## config.mk

```make
export PLATFORM = sky130hd
export DESIGN_NAME = simon_round_ctrl
export DESIGN_NICKNAME = d
export VERILOG_FILES = /design/src/rtl/simon_round_ctrl.sv
export SDC_FILE = /design/constraint.sdc
export NUM_CORES = 1
export LEC_CHECK = 0
export ABC_AREA = 1
export CORE_MARGIN = 2
export CORE_UTILIZATION = 55
export CTS_CLUSTER_SIZE = 28
export DETAILED_ROUTE_END_ITERATION = 10
export PLACE_DENSITY = 0.93
export SYNTH_ARGS = -nofsm -noshare
export SYNTH_HDL_FRONTEND = slang
export SYNTH_SLANG_ARGS = --single-unit
```

## constraint.sdc

```tcl
create_clock -name clk -period 4.2 [get_ports clk]
set_input_delay 0.84 -clock clk [delete_from_list [all_inputs] [get_ports clk]]
set_output_delay 0.84 -clock clk [all_outputs]
set_load 0.01 [all_outputs]
```

## src/rtl/simon_round_ctrl.sv

```systemverilog
// Simon Says round sequencer: plays back the stored sequence, collects presses,
// and steps through rounds using the external verify_input result.
module simon_round_ctrl #(
  parameter int MAX_ROUND      = 32,
  parameter int SHOW_CYCLES    = 50,
  parameter int GAP_CYCLES     = 10,
  parameter int TIMEOUT_CYCLES = 1000
) (
  input  logic       clk,
  input  logic       reset,
  input  logic       start,
  input  logic       btn_valid,
  input  logic [3:0] btn_code,
  input  logic       ver_result,
  output logic [3:0] ver_input,
  output logic [4:0] ver_index,
  output logic       show_valid,
  output logic [4:0] show_index,
  output logic [5:0] round_num,
  output logic       busy,
  output logic       win,
  output logic       lose,
  output logic [2:0] state_dbg
);

  // Handshake: start and btn_valid are single-cycle pulses with no ready; they
  // are consumed only in the states that accept them and silently dropped elsewhere.

  localparam int CMAX_SG = (SHOW_CYCLES > GAP_CYCLES) ? SHOW_CYCLES : GAP_CYCLES;
  localparam int CMAX    = (CMAX_SG > TIMEOUT_CYCLES) ? CMAX_SG : TIMEOUT_CYCLES;
  localparam int CW      = (CMAX > 1) ? $clog2(CMAX) : 1;

  localparam logic [CW-1:0] SHOW_LAST    = CW'(SHOW_CYCLES - 1);
  localparam logic [CW-1:0] GAP_LAST     = CW'(GAP_CYCLES - 1);
  localparam logic [CW-1:0] TIMEOUT_LAST = CW'(TIMEOUT_CYCLES - 1);
  localparam logic [CW-1:0] CNT_ONE      = CW'(1);
  localparam logic [5:0]    LEN_MAX      = 6'(MAX_ROUND);

  typedef enum logic [2:0] {
    IDLE       = 3'd0,
    SHOW_ON    = 3'd1,
    SHOW_OFF   = 3'd2,
    WAIT_IN    = 3'd3,
    CHECK      = 3'd4,
    ROUND_DONE = 3'd5,
    WIN        = 3'd6,
    LOSE       = 3'd7
  } state_t;

  state_t        state_q, state_d;
  logic [5:0]    len_q, len_d;
  logic [4:0]    step_q, step_d;
  logic [CW-1:0] cnt_q, cnt_d;
  logic [3:0]    ver_input_q, ver_input_d;
  logic          step_last;

  assign step_last = ({1'b0, step_q} == (len_q - 6'd1));

  always_ff @(posedge clk) begin
    if (reset) begin
      state_q     <= IDLE;
      len_q       <= '0;
      step_q      <= '0;
      cnt_q       <= '0;
      ver_input_q <= '0;
    end else begin
      state_q     <= state_d;
      len_q       <= len_d;
      step_q      <= step_d;
      cnt_q       <= cnt_d;
      ver_input_q <= ver_input_d;
    end
  end

  always_comb begin
    state_d     = state_q;
    len_d       = len_q;
    step_d      = step_q;
    cnt_d       = cnt_q;
    ver_input_d = ver_input_q;
    case (state_q)
      IDLE, WIN, LOSE: begin
        if (start) begin
          state_d = SHOW_ON;
          len_d   = 6'd1;
          step_d  = '0;
          cnt_d   = '0;
        end
      end
      SHOW_ON: begin
        if (cnt_q == SHOW_LAST) begin
          cnt_d   = '0;
          state_d = SHOW_OFF;
        end else begin
          cnt_d = cnt_q + CNT_ONE;
        end
      end
      SHOW_OFF: begin
        if (cnt_q == GAP_LAST) begin
          cnt_d = '0;
          if (step_last) begin
            step_d  = '0;
            state_d = WAIT_IN;
          end else begin
            step_d  = step_q + 5'd1;
            state_d = SHOW_ON;
          end
        end else begin
          cnt_d = cnt_q + CNT_ONE;
        end
      end
      WAIT_IN: begin
        // A press in the final timeout cycle still wins over the timeout.
        if (btn_valid) begin
          ver_input_d = btn_code;
          state_d     = CHECK;
        end else if (cnt_q == TIMEOUT_LAST) begin
          state_d = LOSE;
        end else begin
          cnt_d = cnt_q + CNT_ONE;
        end
      end
      CHECK: begin
        if (!ver_result) begin
          state_d = LOSE;
        end else if (!step_last) begin
          step_d  = step_q + 5'd1;
          cnt_d   = '0;
          state_d = WAIT_IN;
        end else if (len_q == LEN_MAX) begin
          state_d = WIN;
        end else begin
          len_d   = len_q + 6'd1;
          step_d  = '0;
          cnt_d   = '0;
          state_d = ROUND_DONE;
        end
      end
      ROUND_DONE: begin
        if (cnt_q == GAP_LAST) begin
          cnt_d   = '0;
          state_d = SHOW_ON;
        end else begin
          cnt_d = cnt_q + CNT_ONE;
        end
      end
      default: state_d = IDLE;
    endcase
  end

  assign ver_input  = ver_input_q;
  assign ver_index  = (state_q == IDLE) ? 5'd0 : step_q;
  assign show_valid = (state_q == SHOW_ON);
  assign show_index = (state_q == SHOW_ON) ? step_q : 5'd0;
  assign round_num  = (state_q == IDLE) ? 6'd0 : len_q;
  assign busy       = (state_q != IDLE) && (state_q != WIN) && (state_q != LOSE);
  assign win        = (state_q == WIN);
  assign lose       = (state_q == LOSE);
  assign state_dbg  = state_q;

endmodule

```

==> impl_metrics.json <==
{
  "status": "finished, final reports clean",
  "synth_edf_count": 0,
  "synth_xor_area_share_pct": 2.03,
  "worst_ep_required_time_ns": 3.36,
  "synthToLayoutAreaGrowth_pct": 20.0,
  "period_minus_slack_ns": 2.94,
  "grt_pass1_vias": 2231,
  "grt_pass1_wl_um": 9180,
  "cts.path.max_buffers": 2,
  "synth_compound_area_share_pct": 9.47,
  "port_buffers": 35,
  "cpMostUsedCell": "nor2_1",
  "worst_pin_slew_ns": 0.630,
  "antenna_found_initial": 0,
  "synth_top_family_by_area": "simple AND/OR/NAND/NOR gates",
  "grtUsageMet1_pct": 29.5,
  "tns_ns": 0,
  "r2r-start": "len_q[0]",
  "drive_above_1_share_pct": 8.14,
  "clock_sinks": 28,
  "core_mm2": 0.00372,
  "powerDensity_mw_per_mm2": 585,
  "dr.pass1.iters": 5,
  "drv_slew": 0,
  "r2r_cells": 13,
  "ioPinCount": 36,
  "synth_top_cells_by_area": "dfxtp_1 (26%), nand2_1 (17%), nor2_1 (13%), nand3_1 (6.7%), inv_1 (6.1%)",
  "endpoint_kind": "output port",
  "grt_max_degree": 18,
  "fill_cells": 333,
  "worst-setup-path-type": "reg2out",
  "die_width_um": 66.6,
  "drc": 0,
  "via_count": 2390,
  "power.total_mw": 1.51,
  "synth.area.mux_share_pct": 0,
  "postCtsSetupBuffers": 0,
  "finalSetupViolCount": 0,
  "wire_per_inst_um": 12.5,
  "cts_hold_buf": 0,
  "hold_start": "ver_input[0]",
  "arrival_ns": 2.10,
  "syn_area_per_cell_um2": 5.98,
  "cts_tree": "yes",
  "grt_setup_unrepaired": "no",
  "synth_cell_types": 32,
  "syn-cell-area_mm2": 0.00215,
  "viasPerCell": 5.42,
  "grt_use_total_pct": 26.4,
  "start_kind": "flip-flop",
  "hold_viol": 0,
  "hpwl_um": 4120,
  "p_leak_nw": 1.06,
  "vdd.ir_drop.worst_v": 0.000344,
  "slowest_stage": "clkdlybuf4s50_1",
  "grt_use_met2_pct": 49.1,
  "cp_max_fo": 9,
  "hold_path_class": "reg2reg",
  "clk_latency_ns": 0.28,
  "cap_violations": 0,
  "start_util_pct": 58.0,
  "min_path_cells": 2,
  "multi_input_area_mm2": 0.00141,
  "synthCells": 360,
  "gr-usage-met3_pct": 4.73,
  "yosys.area.top_type_share_pct": 26.0,
  "seqCellArea_um2": 561,
  "max_freq_mhz": 340,
  "rows": 22,
  "die_area_mm2": 0.00443,
  "gr-max-usage-layer": "met2",
  "ys_seq_area_share_pct": 26.0,
  "ys.flop_type": "dfxtp_1",
  "layout.cells.most_common_list": "nand2_1 (99), nor2_1 (72), inv_1 (35), clkdlybuf4s50_1 (35), nand3_1 (29)",
  "nNetsFinal": 408,
  "relSlewSlack_pct": 57.9,
  "drt-initial-drc-count": 205,
  "drt-total-wl_um": 5500,
  "synth_warnings": 0,
  "cts_buffers": 3,
  "rr_endpoint": "len_q[0]",
  "min_delay_worst_endpoint": "ver_input[0]",
  "grt_overflow_total": 0,
  "placed_cell_area_mm2": 0.00253,
  "finalClockSkew_ns": 0.00791,
  "critical-path-max-stage-delay_ns": 0.55,
  "postRouteAntennaNets": 0,
  "cts_resized": 0,
  "ys_seq_elements": 28,
  "syn_nets": 374,
  "clk_pin_slew_ns": 0.10,
  "routabilityCongestion": 0.851,
  "h-tree-depth": 1,
  "synth_fa_ha_area_share_pct": 2.90,
  "antenna_cells": 0,
  "synthSimpleGateAreaFrac_pct": 51.0,
  "die_y_um": 66.6,
  "reg2reg_slack_ns": 1.84,
  "clockRootBuffer": "clkbuf_8",
  "async_flop_share_pct": 0,
  "synth_area_leader_cell": "dfxtp_1",
  "crit_chain": "nand2_1, nor2_1, inv_1, nor2_1, clkdlybuf4s50_1",
  "final_common_cell": "nand2_1",
  "stdcell_area_mm2": 0.00258,
  "fin_crit_sh_pct": 70.1
}
==> kinds of logic (layout without fill, tap and decap cells) <==
group	Yosys count	after routing
AND/OR/NAND/NOR	240	240
buffers and inverters	46	79
AO/OA/AOI/OAI	36	36
flip-flops	28	28
adder cells (fa/ha/maj)	5	5
XOR/XNOR	5	5
==> final cells by class <==
type	instances	area share, %
Clock buffer	4	2.13
Inverter	40	5.81
Multi-Input combinational cell	286	54.5
Sequential cell	28	21.7
Tap cell	48	2.32
Timing Repair Buffer	35	13.6
==> metal layers <==
metal	wire length (um)	share of wire (%)	vias to the layer above
met3	257	4.7	11
met2	2800	51	87
li1	-	-	1226
met4	79	1.4	0
met1	2360	43	1066
met5	0	0	-
==> flip-flops by register name, summed over array words and instances (netlist names) <==
register   flops
ver_input      4
cnt_q         10
state_dbg      3
step_q         5
len_q          6
==> power breakdown <==
| group | leakage [nW] | total [mW] | internal (mW) | switching [mW] |
|---|---|---|---|---|
| clock | 0.0288 | 0.174 | 0.0842 | 0.0895 |
| sequential | 0.229 | 0.427 | 0.330 | 0.0965 |
| combinational | 0.804 | 0.912 | 0.330 | 0.583 |
| total | 1.06 | 1.51 | 0.744 | 0.769 |
==> worst max path at each step <==
stage                      start             to  cells after the start
global route        state_dbg[0]  show_index[0]                      5
global placement    state_dbg[0]  show_index[4]                      5
CTS                 state_dbg[0]  show_index[3]                      5
floorplan           state_dbg[0]  show_index[0]                      5
detailed placement  state_dbg[0]  show_index[3]                      5
finish              state_dbg[0]  show_index[3]                      5
==> critical path, delay by kind of cell (launching register included) <==
family,cells,cell delay [ns]
simple gates,3,0.59
buf+inv,2,0.73
flops,1,0.50
==> per-stage QoR <==
stage / utilization [%] / cells / hold WS, ns / setup WS (ns)
floorplan: - / 360 / 0.469 / 2.10
CTS: 69.6 / 441 / 0.481 / 1.27
global route: 69.6 / 441 / 0.504 / 1.12
finish: 69.6 / 441 / 0.479 / 1.26
global placement: 68.1 / 437 / 0.453 / 1.67
detailed placement: 68.1 / 437 / 0.458 / 1.61
==> synthesized netlist by cell type (5+ instances only) <==
library cell / n
a21oi_1: 19
dfxtp_1: 28
ha_1: 5
inv_1: 35
nand2_1: 99
nand2_2: 6
nand3_1: 29
nand3_2: 6
nand4_1: 9
nor2_1: 72
nor3_1: 7
o21ai_0: 8
No activity file was read; power rests on OpenSTA's default activity.
